## src/rtl/iq_demod_accum.sv

```systemverilog
// ---------------------------------------------------------------------------
// iq_demod_accum
//   Consumer side of the I/Q oscillator. Each accepted ADC sample is mixed with
//   the oscillator's in-phase and quadrature references. The products are summed
//   over a window of 2**WIN_BITS samples, and the signed I and Q window sums are
//   emitted together.
//
//   The oscillator is advanced with a one-cycle osc_next pulse. It takes two
//   rising edges to update its outputs, so a three-state pacing FSM allows at
//   most one accept every three cycles. The references are therefore always
//   settled when they are sampled.
//
//   Pipeline for a sample accepted at edge E:
//     E    : sample and references registered
//     E+1  : signed products registered
//     E+2  : products added to the accumulators; on the last sample of the
//            window the sums are published and out_valid pulses
//     E+3  : (IQ_DEMOD_MAG_EN only) out_mag computed; outputs and out_valid
//            move here together
//
// Ports
//   clk        in   1        rising-edge clock
//   rst        in   1        synchronous active-high reset
//   in_valid   in   1        ADC sample valid
//   in_sample  in   DW       signed ADC sample
//   in_ready   out  1        sample can be accepted this cycle (combinational)
//   osc_next   out  1        oscillator advance pulse, high in the accept cycle
//   ref_i      in   DW       signed in-phase reference
//   ref_q      in   DW       signed quadrature reference
//   out_valid  out  1        one-cycle pulse: window sums valid
//   out_i      out  ACC_W    signed I window sum, held until the next window
//   out_q      out  ACC_W    signed Q window sum, held until the next window
//   out_mag    out  2*DW+1   hi_i^2 + hi_q^2 of the top DW bits of out_i/out_q
//                            (present only when IQ_DEMOD_MAG_EN is defined)
//
// Configuration macro: IQ_DEMOD_MAG_EN
// ---------------------------------------------------------------------------
module iq_demod_accum #(
    parameter int unsigned DW       = 16,
    parameter int unsigned WIN_BITS = 10,
    parameter int unsigned ACC_W    = 42
) (
    input  logic             clk,
    input  logic             rst,
    input  logic             in_valid,
    input  logic [DW-1:0]    in_sample,
    output logic             in_ready,
    output logic             osc_next,
    input  logic [DW-1:0]    ref_i,
    input  logic [DW-1:0]    ref_q,
    output logic             out_valid,
    output logic [ACC_W-1:0] out_i,
    output logic [ACC_W-1:0] out_q
`ifdef IQ_DEMOD_MAG_EN
    ,
    output logic [2*DW:0]    out_mag
`endif
);

    localparam int unsigned PW    = 2 * DW;
    localparam int unsigned EXT_W = ACC_W - PW;

    localparam logic [WIN_BITS-1:0] CNT_LAST = '1;

    localparam logic [1:0] ST_READY = 2'd0;
    localparam logic [1:0] ST_WAIT1 = 2'd1;
    localparam logic [1:0] ST_WAIT2 = 2'd2;

    // The accumulator must hold N full-scale products without wrapping.
    if (ACC_W < 2 * DW + WIN_BITS) begin : g_width_check
        $error("iq_demod_accum: ACC_W must be >= 2*DW+WIN_BITS");
    end

    // ------------------------------------------------------------------
    // Pacing FSM
    // ------------------------------------------------------------------
    logic [1:0] state_q, state_d;
    logic       accept;

    assign in_ready = (state_q == ST_READY) && !rst;
    assign accept   = in_valid && in_ready;
    assign osc_next = accept;

    // Next state: one accept, then two dead cycles while the oscillator settles.
    always_comb begin
        state_d = state_q;
        case (state_q)
            ST_READY: if (accept) state_d = ST_WAIT1;
            ST_WAIT1: state_d = ST_WAIT2;
            ST_WAIT2: state_d = ST_READY;
            default:  state_d = ST_READY;
        endcase
    end

    // ------------------------------------------------------------------
    // Datapath registers
    // ------------------------------------------------------------------
    logic signed [DW-1:0]    smp_q, smp_d;
    logic signed [DW-1:0]    ri_q, ri_d;
    logic signed [DW-1:0]    rq_q, rq_d;
    logic                    v0_q, v0_d;

    logic signed [PW-1:0]    prod_i_q, prod_i_d;
    logic signed [PW-1:0]    prod_q_q, prod_q_d;
    logic                    v1_q, v1_d;

    logic [ACC_W-1:0]        acc_i_q, acc_i_d;
    logic [ACC_W-1:0]        acc_q_q, acc_q_d;
    logic [WIN_BITS-1:0]     cnt_q, cnt_d;

    logic [ACC_W-1:0]        win_i_q, win_i_d;
    logic [ACC_W-1:0]        win_q_q, win_q_d;
    logic                    win_v_q, win_v_d;

    logic [ACC_W-1:0]        ext_i, ext_q;
    logic [ACC_W-1:0]        sum_i, sum_q;

    // Sign-extend the registered products to accumulator width.
    assign ext_i = {{EXT_W{prod_i_q[PW-1]}}, prod_i_q};
    assign ext_q = {{EXT_W{prod_q_q[PW-1]}}, prod_q_q};
    assign sum_i = acc_i_q + ext_i;
    assign sum_q = acc_q_q + ext_q;

    // Capture, multiply, accumulate; the window sum includes the last product.
    always_comb begin
        smp_d    = smp_q;
        ri_d     = ri_q;
        rq_d     = rq_q;
        v0_d     = accept;
        prod_i_d = prod_i_q;
        prod_q_d = prod_q_q;
        v1_d     = v0_q;
        acc_i_d  = acc_i_q;
        acc_q_d  = acc_q_q;
        cnt_d    = cnt_q;
        win_i_d  = win_i_q;
        win_q_d  = win_q_q;
        win_v_d  = 1'b0;

        if (accept) begin
            smp_d = in_sample;
            ri_d  = ref_i;
            rq_d  = ref_q;
        end

        if (v0_q) begin
            prod_i_d = PW'(smp_q) * PW'(ri_q);
            prod_q_d = PW'(smp_q) * PW'(rq_q);
        end

        if (v1_q) begin
            cnt_d = cnt_q + WIN_BITS'(1);
            if (cnt_q == CNT_LAST) begin
                win_i_d = sum_i;
                win_q_d = sum_q;
                win_v_d = 1'b1;
                acc_i_d = '0;
                acc_q_d = '0;
            end else begin
                acc_i_d = sum_i;
                acc_q_d = sum_q;
            end
        end
    end

    // State and datapath flops; reset discards any partial window.
    always_ff @(posedge clk) begin
        if (rst) begin
            state_q  <= ST_READY;
            smp_q    <= '0;
            ri_q     <= '0;
            rq_q     <= '0;
            v0_q     <= 1'b0;
            prod_i_q <= '0;
            prod_q_q <= '0;
            v1_q     <= 1'b0;
            acc_i_q  <= '0;
            acc_q_q  <= '0;
            cnt_q    <= '0;
            win_i_q  <= '0;
            win_q_q  <= '0;
            win_v_q  <= 1'b0;
        end else begin
            state_q  <= state_d;
            smp_q    <= smp_d;
            ri_q     <= ri_d;
            rq_q     <= rq_d;
            v0_q     <= v0_d;
            prod_i_q <= prod_i_d;
            prod_q_q <= prod_q_d;
            v1_q     <= v1_d;
            acc_i_q  <= acc_i_d;
            acc_q_q  <= acc_q_d;
            cnt_q    <= cnt_d;
            win_i_q  <= win_i_d;
            win_q_q  <= win_q_d;
            win_v_q  <= win_v_d;
        end
    end

`ifdef IQ_DEMOD_MAG_EN
    // ------------------------------------------------------------------
    // Magnitude stage: sums and magnitude are published together.
    // ------------------------------------------------------------------
    logic signed [DW-1:0] hi_i, hi_q;
    logic signed [PW-1:0] sq_i, sq_q;

    logic [ACC_W-1:0]     out_i_q, out_i_d;
    logic [ACC_W-1:0]     out_q_q, out_q_d;
    logic [2*DW:0]        out_mag_q, out_mag_d;
    logic                 out_valid_q, out_valid_d;

    assign hi_i = win_i_q[ACC_W-1 -: DW];
    assign hi_q = win_q_q[ACC_W-1 -: DW];
    assign sq_i = PW'(hi_i) * PW'(hi_i);
    assign sq_q = PW'(hi_q) * PW'(hi_q);

    // Squares are non-negative, so their sum fits in PW+1 unsigned bits.
    always_comb begin
        out_i_d     = out_i_q;
        out_q_d     = out_q_q;
        out_mag_d   = out_mag_q;
        out_valid_d = win_v_q;
        if (win_v_q) begin
            out_i_d   = win_i_q;
            out_q_d   = win_q_q;
            out_mag_d = {1'b0, sq_i} + {1'b0, sq_q};
        end
    end

    always_ff @(posedge clk) begin
        if (rst) begin
            out_i_q     <= '0;
            out_q_q     <= '0;
            out_mag_q   <= '0;
            out_valid_q <= 1'b0;
        end else begin
            out_i_q     <= out_i_d;
            out_q_q     <= out_q_d;
            out_mag_q   <= out_mag_d;
            out_valid_q <= out_valid_d;
        end
    end

    assign out_i     = out_i_q;
    assign out_q     = out_q_q;
    assign out_mag   = out_mag_q;
    assign out_valid = out_valid_q;
`else
    assign out_i     = win_i_q;
    assign out_q     = win_q_q;
    assign out_valid = win_v_q;
`endif

endmodule
```

## config.mk

```make
export PLATFORM = sky130hd
export DESIGN_NAME = iq_demod_accum
export DESIGN_NICKNAME = d
export VERILOG_FILES = /design/src/rtl/iq_demod_accum.sv
export SDC_FILE = /design/constraint.sdc
export NUM_CORES = 2
export LEC_CHECK = 0
export BUFFER_PORTS_ARGS = -buffer_cell sky130_fd_sc_hd__buf_2
export CAP_MARGIN = 5
export CORE_MARGIN = 2
export CORE_UTILIZATION = 55
export CTS_BUF_LIST = sky130_fd_sc_hd__clkbuf_16
export CTS_CLUSTER_DIAMETER = 200
export DETAILED_ROUTE_END_ITERATION = 10
export GPL_TIMING_DRIVEN = 0
export HOLD_SLACK_MARGIN = 0.03
export MAX_ROUTING_LAYER = met4
export PLACE_DENSITY = 0.72
export SETUP_SLACK_MARGIN = 0.1
export SYNTH_ARGS = -nofsm -noshare
export SYNTH_HDL_FRONTEND = slang
export SYNTH_SLANG_ARGS = --single-unit
```

## constraint.sdc

```tcl
create_clock -name clk -period 17.7 [get_ports clk]
set_input_delay 3.54 -clock clk [delete_from_list [all_inputs] [get_ports clk]]
set_output_delay 3.54 -clock clk [all_outputs]
set_load 0.01 [all_outputs]
```

==> impl_results.md <==
- Status: finished, final reports clean
- Dpl hpwl: ~81,000 microns
- Detail Route Antenna Nets: 0
- Static leakage: 18.1 nW
- DRT iter0 DRCs: about 2,100
- Starting Density: 55.5%
- # hold bufs at CTS: 0
- Tmin final: approximately 9100 ps
- Hold Path Class: flop to flop
- CTS tree: yes
- Count leader, synth: inv_1
- FP Rows: 91
- Worst Path Required: 14,160 ps
- Setup bufs post-CTS: 0
- First-pass GRT wire length: 160,000 microns
- Unique cell type count in the Yosys netlist: 89
- Area of the mapped netlist: 34,200 sq um
- Final Instance Count excl. Fillers: 4,961
- Dominant cells by area after synthesis: fa_1 (31%), dfxtp_1 (17%), ha_1 (9.0%), inv_1 (6.8%), nand2_1 (6.0%)
- Synth area leader: fa_1
- Least-Margin Pin Slew: 1380 ps
- Max Freq: about 0.11 GHz
- Power per cell area: 47.4 nW/um^2
- Detailed Routing Iterations Pass 1: 5
- Final setup violation count: 0
- Synth warn: 0
- Gpl congestion: between 1 and 1.5
- Wire length per cell: between 20 and 25 microns
- Area Overhead vs Synth: 8.58%
- WS Path Type: primary input to output pin
- Chip Width: 253 microns
- Syn avg cell area: 8.71 sq um
- Sequential fraction of the synthesis area: 17.3%
- Crit start category: primary input
- Antenna violations before repair: 2
- Die Y: 253 microns
- Final nets: 4,922
- Slew Limit Fails: 0
- Clock Path Buffers: 3
- Root Driver: clkbuf_16
- Fin crit share: ~50%
- Layout fillers: around 5,600
- Congestion Overflow GR: 0
- Cells after Synth: 3,924
- # port buffers: about 140
- Worst-Skew Late Latency: 580 ps
- Post_cts resized: 0
- VDD IR max: between 70 and 80 uV
- Syn Nets: between 4,000 and 5,000
- Worst path arrival time: 5520 ps
- Clock sink total: 295
- Post-synth top area share: 30.8%
- Drt drc: 0
- Unrepaired setup endpoints after global routing: no
- Vias: about 28,000
- Final Util: 60.2%
- Fraction of layout instances using a drive strength above 1: 5.60%
- Die Footprint: 64,100 sq um
- Clock Skew: 46.0 ps
- Vias in the first global route: 28,300
- Dominant synthesized flop cell: dfxtp_1
- Final WL: 99,700 microns
- # IOs: 138
- Worst setup EP type: output pin
- Largest net degree at the start of global routing: 14
- Total CTS buffers: 36
- Post-synth top cells: inv_1 (615), nand2_1 (542), fa_1 (526)
- Flops & latches, synth: 295
- Post-synthesis async set-or-reset flop share: 0%
- Placed cells: 4,897
- Vias per Instance: 5.55
- Slew margin rel.: under 10%
- Core ar.: 61,600 sq um
- Post-synth EDFFs: 0
- MaxCap Viol Count: 0
- Worst Path Max Fanout: 10
- H-tree levels: 2
- Setup TNS: 0 ps
- Reg clk slew, reported paths: ~60 ps
- Total track usage: 33.4%
- Final Hold Fails: 0
[power by group]
group	internal [mW]	switching, mW	leakage, nW	total, mW
registers	0.675	0.0202	2.38	0.695
clock network	0.437	0.320	0.595	0.757
logic	0.104	0.202	15.1	0.306
total	1.22	0.543	18.1	1.76
[cells by family after synthesis]
kind of cell             after synthesis  share of synthesized area (%)
AO/OA/AOI/OAI                        617                           11.7
XOR/XNOR                             149                           3.82
adder cells (fa/ha/maj)              773                           39.9
buffers and inverters                812                           8.97
flip-flops                           295                           17.3
multiplexers                          52                           1.53
AND/OR/NAND/NOR                     1226                           16.8
[area by class of cell]
type | count | area (sq um) | area share [%]
well taps | 837 | 1050 | 2.82
plain buffers | 196 | 752 | 2.03
clock inverters | 27 | 302 | 0.813
repair buffers | 136 | 681 | 1.83
diodes | 1 | 2.50 | 0.00674
flip-flops and latches | 295 | 5910 | 15.9
inverters | 616 | 2310 | 6.23
clock buffers | 36 | 901 | 2.43
multi-input cells | 2817 | 25200 | 67.9
[metrics by stage]
stage	instance area [sq um]	setup WS [ps]	power (mW)	hold slack [ps]
after CTS	37100	8690	1.76	421
final	37100	8640	1.76	424
after floorplan	34200	9520	0.894	399
after global routing	37100	8470	1.82	438
after detailed placement	35900	8700	1.01	413
after global placement	35900	8710	1.01	409
[flip-flops by register name, indices dropped and copies added, names as in the netlist]
name and flops:
out_valid 1, prod_q_q 32, v0_q 1, state_q 2, acc_q_q 42, acc_i_q 42, ri_q 16, prod_i_q 32
v1_q 1, smp_q 16, out_q 42, out_i 42, cnt_q 10, rq_q 16
[per-layer routing]
layer | track usage, % | vias to the layer above | share of wire, %
li1 | - | 12800 | -
met1 | 44.9 | 13500 | 43
met2 | 51.2 | 1058 | 45
met5 | - | - | 0
met3 | 5.98 | 197 | 8.6
met4 | 11.1 | 0 | 3.8
[critical path, stage by stage]
cell      delay, ps
clkbuf_1        320
nor3_1          450
nand2_1         440
inv_1           230
clkbuf_1        330
buf_2           200
[worst paths after layout]
path	slack, ps	cells after the start	start	to
setup / recovery	8640	6	rst	osc_next
hold / removal	420	1	state_q[1]	state_q[1]
setup reg to reg	9980	22	smp_q[15]	prod_i_q[28]
hold reg to reg	420	1	state_q[1]	state_q[1]
[layout by cell type, fill, tap and decap left out, types with 16 or more instances in the layout]
cell,instances
a211oi_1,16
a21o_1,64
a21oi_1,248
a22o_1,28
a22oi_1,41
a31oi_1,18
and2_1,259
buf_2,146
clkbuf_1,174
clkbuf_16,36
dfxtp_1,295
fa_1,526
ha_1,247
inv_1,622
mux2i_1,51
nand2_1,542
nand2b_1,28
nand3_1,47
nand4_1,20
nor2_1,223
nor2b_1,17
nor3_1,25
o211ai_1,17
o21a_1,17
o21ai_0,58
xnor2_1,111
xor2_1,38
Note: power is estimated with default switching activity, not from simulation.
